`src/rtl/hazard_scoreboard_unit.sv`:
```
// Operand bypass, long-latency scoreboard and stall/flush control for ID.
// Also keeps stall/flush perf counters and a sticky stall watchdog.
module hazard_scoreboard_unit #(
  parameter int XLEN     = 32,
  parameter int NFWD     = 3,
  parameter int MAX_PEND = 4,
  parameter int WDOG     = 255,
  parameter int CNTW     = 32
) (
  input  logic               cpu_clk,
  input  logic               cpu_rst,
  input  logic               id_valid,
  input  logic [4:0]         id_rs1,
  input  logic [4:0]         id_rs2,
  input  logic [1:0]         id_re,
  input  logic [4:0]         id_rd,
  input  logic               id_we,
  input  logic               id_long,
  input  logic [XLEN-1:0]    id_rD1,
  input  logic [XLEN-1:0]    id_rD2,
  input  logic [NFWD-1:0]    fwd_vld,
  input  logic [NFWD-1:0]    fwd_rdy,
  input  logic [5*NFWD-1:0]  fwd_rd,
  input  logic [XLEN*NFWD-1:0] fwd_data,
  input  logic               lr_vld,
  input  logic [4:0]         lr_rd,
  input  logic [XLEN-1:0]    lr_data,
  input  logic               ex_br_taken,
  output logic [XLEN-1:0]    new_rD1,
  output logic [XLEN-1:0]    new_rD2,
  output logic               stall,
  output logic               flush,
  output logic [CNTW-1:0]    stall_cnt,
  output logic [CNTW-1:0]    flush_cnt,
  output logic               hazard_err
);

  localparam int PW = $clog2(MAX_PEND + 1);
  localparam int WW = $clog2(WDOG + 1);
  localparam logic [PW-1:0] PMAX = PW'(MAX_PEND);
  localparam logic [WW-1:0] WMAX = WW'(WDOG);

  logic [31:0]     sb_q, sb_d;
  logic [PW-1:0]   pend_q, pend_d;
  logic [WW-1:0]   wdog_q, wdog_d;
  logic [CNTW-1:0] scnt_q, scnt_d;
  logic [CNTW-1:0] fcnt_q, fcnt_d;
  logic            err_q, err_d;

  logic [4:0]      src [2];
  logic [XLEN-1:0] rfd [2];
  logic [XLEN-1:0] opnd [2];
  logic [1:0]      haz;
  logic            lr_ok, cap, fire, set;

  // Oldest stage first so a younger match overrides it.
  always_comb begin
    src[0] = id_rs1;
    src[1] = id_rs2;
    rfd[0] = id_rD1;
    rfd[1] = id_rD2;
    for (int s = 0; s < 2; s++) begin
      opnd[s] = rfd[s];
      haz[s]  = 1'b0;
      if (!cpu_rst && id_re[s] && src[s] != 5'd0) begin
        if (lr_vld && lr_rd == src[s]) begin
          opnd[s] = lr_data;
        end else begin
          for (int i = NFWD - 1; i >= 0; i--) begin
            if (fwd_vld[i] && fwd_rd[i*5 +: 5] == src[s]) begin
              opnd[s] = fwd_data[i*XLEN +: XLEN];
              haz[s]  = !fwd_rdy[i];
            end
          end
          if (sb_q[src[s]]) haz[s] = 1'b1;
        end
      end
    end
  end

  assign new_rD1 = opnd[0];
  assign new_rD2 = opnd[1];

  // A legal return frees a slot in the same cycle.
  assign lr_ok = lr_vld && pend_q != '0 && sb_q[lr_rd];
  assign cap   = id_valid && id_we && id_long &&
                 pend_q == PMAX && !lr_ok;
  assign flush = !cpu_rst && ex_br_taken;
  assign stall = !cpu_rst && !ex_br_taken &&
                 ((id_valid && |haz) || cap);
  assign fire  = id_valid && !stall && !flush;
  assign set   = fire && id_we && id_long && id_rd != 5'd0;

  always_comb begin
    sb_d   = sb_q;
    pend_d = pend_q;
    wdog_d = '0;
    err_d  = err_q;
    scnt_d = scnt_q;
    fcnt_d = fcnt_q;
    if (lr_ok) sb_d[lr_rd] = 1'b0;
    if (set) sb_d[id_rd] = 1'b1;
    if (set && !lr_ok && pend_q != PMAX) begin
      pend_d = pend_q + 1'b1;
    end else if (lr_ok && !set) begin
      pend_d = pend_q - 1'b1;
    end
    if (lr_vld && !lr_ok) err_d = 1'b1;
    if (stall) begin
      wdog_d = (wdog_q == WMAX) ? wdog_q : wdog_q + 1'b1;
      if (wdog_d == WMAX) err_d = 1'b1;
      if (scnt_q != '1) scnt_d = scnt_q + 1'b1;
    end
    if (flush && fcnt_q != '1) fcnt_d = fcnt_q + 1'b1;
  end

  always_ff @(posedge cpu_clk) begin
    if (cpu_rst) begin
      sb_q   <= '0;
      pend_q <= '0;
      wdog_q <= '0;
      scnt_q <= '0;
      fcnt_q <= '0;
      err_q  <= 1'b0;
    end else begin
      sb_q   <= sb_d;
      pend_q <= pend_d;
      wdog_q <= wdog_d;
      scnt_q <= scnt_d;
      fcnt_q <= fcnt_d;
      err_q  <= err_d;
    end
  end

  assign stall_cnt  = scnt_q;
  assign flush_cnt  = fcnt_q;
  assign hazard_err = err_q;

endmodule

```
`config.mk`:
```
export PLATFORM = sky130hd
export DESIGN_NAME = hazard_scoreboard_unit
export DESIGN_NICKNAME = d
export VERILOG_FILES = /design/src/rtl/hazard_scoreboard_unit.sv
export SDC_FILE = /design/constraint.sdc
export NUM_CORES = 1
export LEC_CHECK = 0
export ABC_CLOCK_PERIOD_IN_PS = 3200
export CAP_MARGIN = 15
export CORE_MARGIN = 3
export CORE_UTILIZATION = 41
export DETAILED_ROUTE_END_ITERATION = 7
export GPL_TIMING_DRIVEN = 0
export PLACE_DENSITY = 0.84
export SETUP_SLACK_MARGIN = 0.15
export SLEW_MARGIN = 30
export SYNTH_ARGS = -nofsm -noshare
export SYNTH_HDL_FRONTEND = slang
export SYNTH_SLANG_ARGS = --single-unit
```
`constraint.sdc`:
```
create_clock -name cpu_clk -period 3.2 [get_ports cpu_clk]
set_input_delay 0.48 -clock cpu_clk [delete_from_list [all_inputs] [get_ports cpu_clk]]
set_output_delay 0.48 -clock cpu_clk [all_outputs]
set_load 0.05 [all_outputs]
```
==> impl_results.md <==
* Gpl congestion at between 1 and 1.5
* Power density over cell area at between 200 and 300 mW/mm2
* R2r worst-path depth at 13
* Final setup margin at -0.0777 ns
* Hold_sp: id_rd[2]
* Detailed-route via count at approximately 13k
* Worst slew pin tran at just under 0.7 ns
* Global-route wire length before repair at roughly 72 mm
* Crit Path Class: input port to primary output
* Largest net degree at the start of global routing at 20
* Routed Antenna Nets at 0
* CTS Buffer Depth at 2
* Die outline width at 161 um
* Mapped cell area at roughly 0.01 mm2
* Multi-input gate area at roughly 0.009 mm2
* Gate power share at between 40 and 50%
* Critical Path Source: id_rs2[4]
* Area grow syn2layout at 74.0%
* Post-synthesis sequential area ratio at ~22%
* Die ar. at between 0.02 and 0.03 mm2
* Peak VDD IR at about 0.29 mV
* Synth top area share at ~22%
* Violated checks: negative setup slack
* Most used cell, CP: buf_6
* Slowest CP cell: a311o_1
* Detailed Route Iter0 Violations at 1,289
* Routed wire length at slightly below 50 mm
* Clock Power Share at roughly a quarter
* DR pass1 iterations at 8
* Syn avg cell area at just over 7 um2
* Nets at between 2k and 2.5k
* EDFF count, synth at 0
* Slowest Stage Delay on Critical Path at 0.35 ns
* Reg2reg start: sb_q[24]
* Placement Rows at 56
* TritonCTS clock tree: built
* GRT overflow at 0
* Final setup fails at 4
* P_int at 2780 uW
* Layout cells sized above 1 at between 20 and 30%
* Ys flop type: dfxtp_1
* Number of H-tree branching levels at 3
* Async SR Flop Fraction at 0%
* Most frequent cell after synthesis: nand2_1
* Top cells by area, synth: dfxtp_1, mux2i_1, a211oi_1
* DRC Markers at 0
* # fillers at approximately 1.7k
* Max_slew headroom at a little over half
* Vias in the first global route at between 10k and 15k
* Static leakage at ~0.0062 uW
* Antenna violations before repair at 10
* Yosys warning count at 0
* Placeable Area at roughly 0.024 mm2
* Total GRT Usage at roughly a third
* RSZ-0062 raised after global routing: yes
* Crit path DAT at 2.80 ns
* Worst setup EP type: primary output
* Leading area contributor after synthesis: dfxtp_1
* Final worst path period share at 102%
* Fin Clk Skew at between 0.01 and 0.015 ns
* Status: complete, but fails checks
* # port buffers at roughly 360
* Post-DP HPWL at ~35 mm
* #FFs+latches synth at around 110
* Cell variety after synth at 73
* Fin. max-slew vios at 0
* WP data required at 2.72 ns
* Worst-skew pair later-pin latency at between 0.3 and 0.4 ns
* FF+latch area at ~0.0022 mm2
* Switching component of the power at 1560 uW
* Max Cap Viol at 0
* Synth Instances at 1,364
* Die height at 161 um
* Clock sink count at about 110
* WHS Path Cells at 2
* Final Hold Vio Count at 0
* Initial Util at between 40% and 50%
* Hold crit path type: input port to flop
* Via density at about 6.3
* F_max at roughly 300 MHz
* Crit path cell chain: buf_12 > xnor2_2 > nand4_1 > buf_4 > buf_6 > buf_6 > buf_6 > buf_6 > nor4_2 > a311o_1 > a211oi_2 > o21ai_4 > a21oi_4 > inv_2 > buf_12 > buf_8 > buf_8
* Clk pin slew, worst setup/hold paths at ~0.070 ns
* WL/cell at approximately 23 um
* Critical path fanouts, max at 6
* Top-Level Pins at 373
* Post-synth net total at about 1.6k
* Total power at 4350 uW
* CTS Buf Count at 9
* CTS root buf: clkbuf_16
* Final Hold Slack at 0.472 ns
* Switching portion of total power at roughly 36%
* Worst Setup Start Kind: input port
* Seq pwr share at ~31%
* Minimum clock period at 3.28 ns
* Commonest cells post-synth: nand2_1, nor2_1, dfxtp_1, mux2i_1, a211oi_1
-- power by group through the flow --
stage          clock network, uW  logic [uW]  registers [uW]
2_1_floorplan                  0         875            1400
5_1_grt                     1210        1890            1360
4_1_cts                     1160        1660            1360
6_report                    1160        1830            1360
3_3_place_gp                   0        1530            1390
3_5_place_dp                   0        1540            1390
-- layout make-up --
class	instances	share of cell area [%]
multi-input combinational	1132	52.4
inverter	16	0.358
clock inverter	6	0.445
timing repair buffer	408	24.8
clock buffer	10	1.34
antenna	6	0.0876
sequential	108	12.6
tap	319	2.33
buffer	108	5.57
-- cell usage in the layout (no fill, tap or decap), types with 33 or more instances in the layout --
| cell type | count |
|---|---|
| clkdlybuf4s50_1 | 273 |
| nand2_1 | 189 |
| nor2_1 | 169 |
| dfxtp_1 | 103 |
| buf_6 | 87 |
| a211oi_2 | 86 |
| mux2i_1 | 66 |
| a21oi_1 | 65 |
| buf_4 | 43 |
| xor2_1 | 42 |
| o31ai_4 | 33 |
-- flip-flops by register name, summed over array words and instances (netlist names) --
name        cells
flush_cnt      32
sb_q           32
stall_cnt      32
wdog_q          8
pend_q          3
hazard_err      1
-- final timing paths --
| kind | endpoint | slack, ns |
|---|---|---|
| worst max-delay path | stall | -0.08 |
| worst min register to register | flush_cnt[1] | 0.50 |
| worst max register to register | pend_q[2] | 0.04 |
| worst min-delay path | sb_q[25] | 0.47 |
-- metal layers --
metal  up-vias  global-route usage [%]  part of all wire [%]
met2       864                    57.5                    47
met4        12                    19.4                   6.3
met1      6319                    42.4                    37
li1       5835                       -                     -
met3       231                    6.75                   8.9
met5         -                       0                  0.14
-- stage by stage --
| stage | instance area [um2] | TNS, ns | util, % | setup WS (ns) | instances |
|---|---|---|---|---|---|
| floorplan | 10700 | -0.00423 | - | -0.00423 | 1364 |
| global placement | 14700 | -137.22 | 62.4 | -1.59 | 2041 |
| detailed placement | 14700 | -139.43 | 62.4 | -1.59 | 2041 |
| CTS | 16100 | 0 | 68.3 | 0.0309 | 2088 |
| global route | 17100 | -2.21 | 72.8 | -0.134 | 2111 |
| finish | 17100 | -0.161 | 72.8 | -0.0777 | 2113 |
-- logic make-up after synthesis --
logic type	Yosys count	synth area share (%)
adder cells (fa/ha/maj)	4	0.584
AO/OA/AOI/OAI	371	25.3
flip-flops	108	21.9
buffers and inverters	124	5.28
XOR/XNOR	78	6.93
AND/OR/NAND/NOR	558	26.9
multiplexers	121	13.1
-- critical path: cells and delay by family --
family                    cells  cell delay [ns]
buffers and inverters        10             1.05
AOI/OAI and AO/OA             4             0.98
and+or+nand+nor               2             0.17
xor gates and xnor gates      1             0.12
-- what timing repair did --
| item | CTS | global route |
|---|---|---|
| buffers inserted | 28 | 17 |
| gates resized for setup | 737 | 226 |
| hold buffers | 0 | 0 |
| pin swaps | 71 | 70 |
| setup endpoints to repair | 134 | 110 |
| cloned | 3 | 3 |
Power figures use the tool's default switching activity.
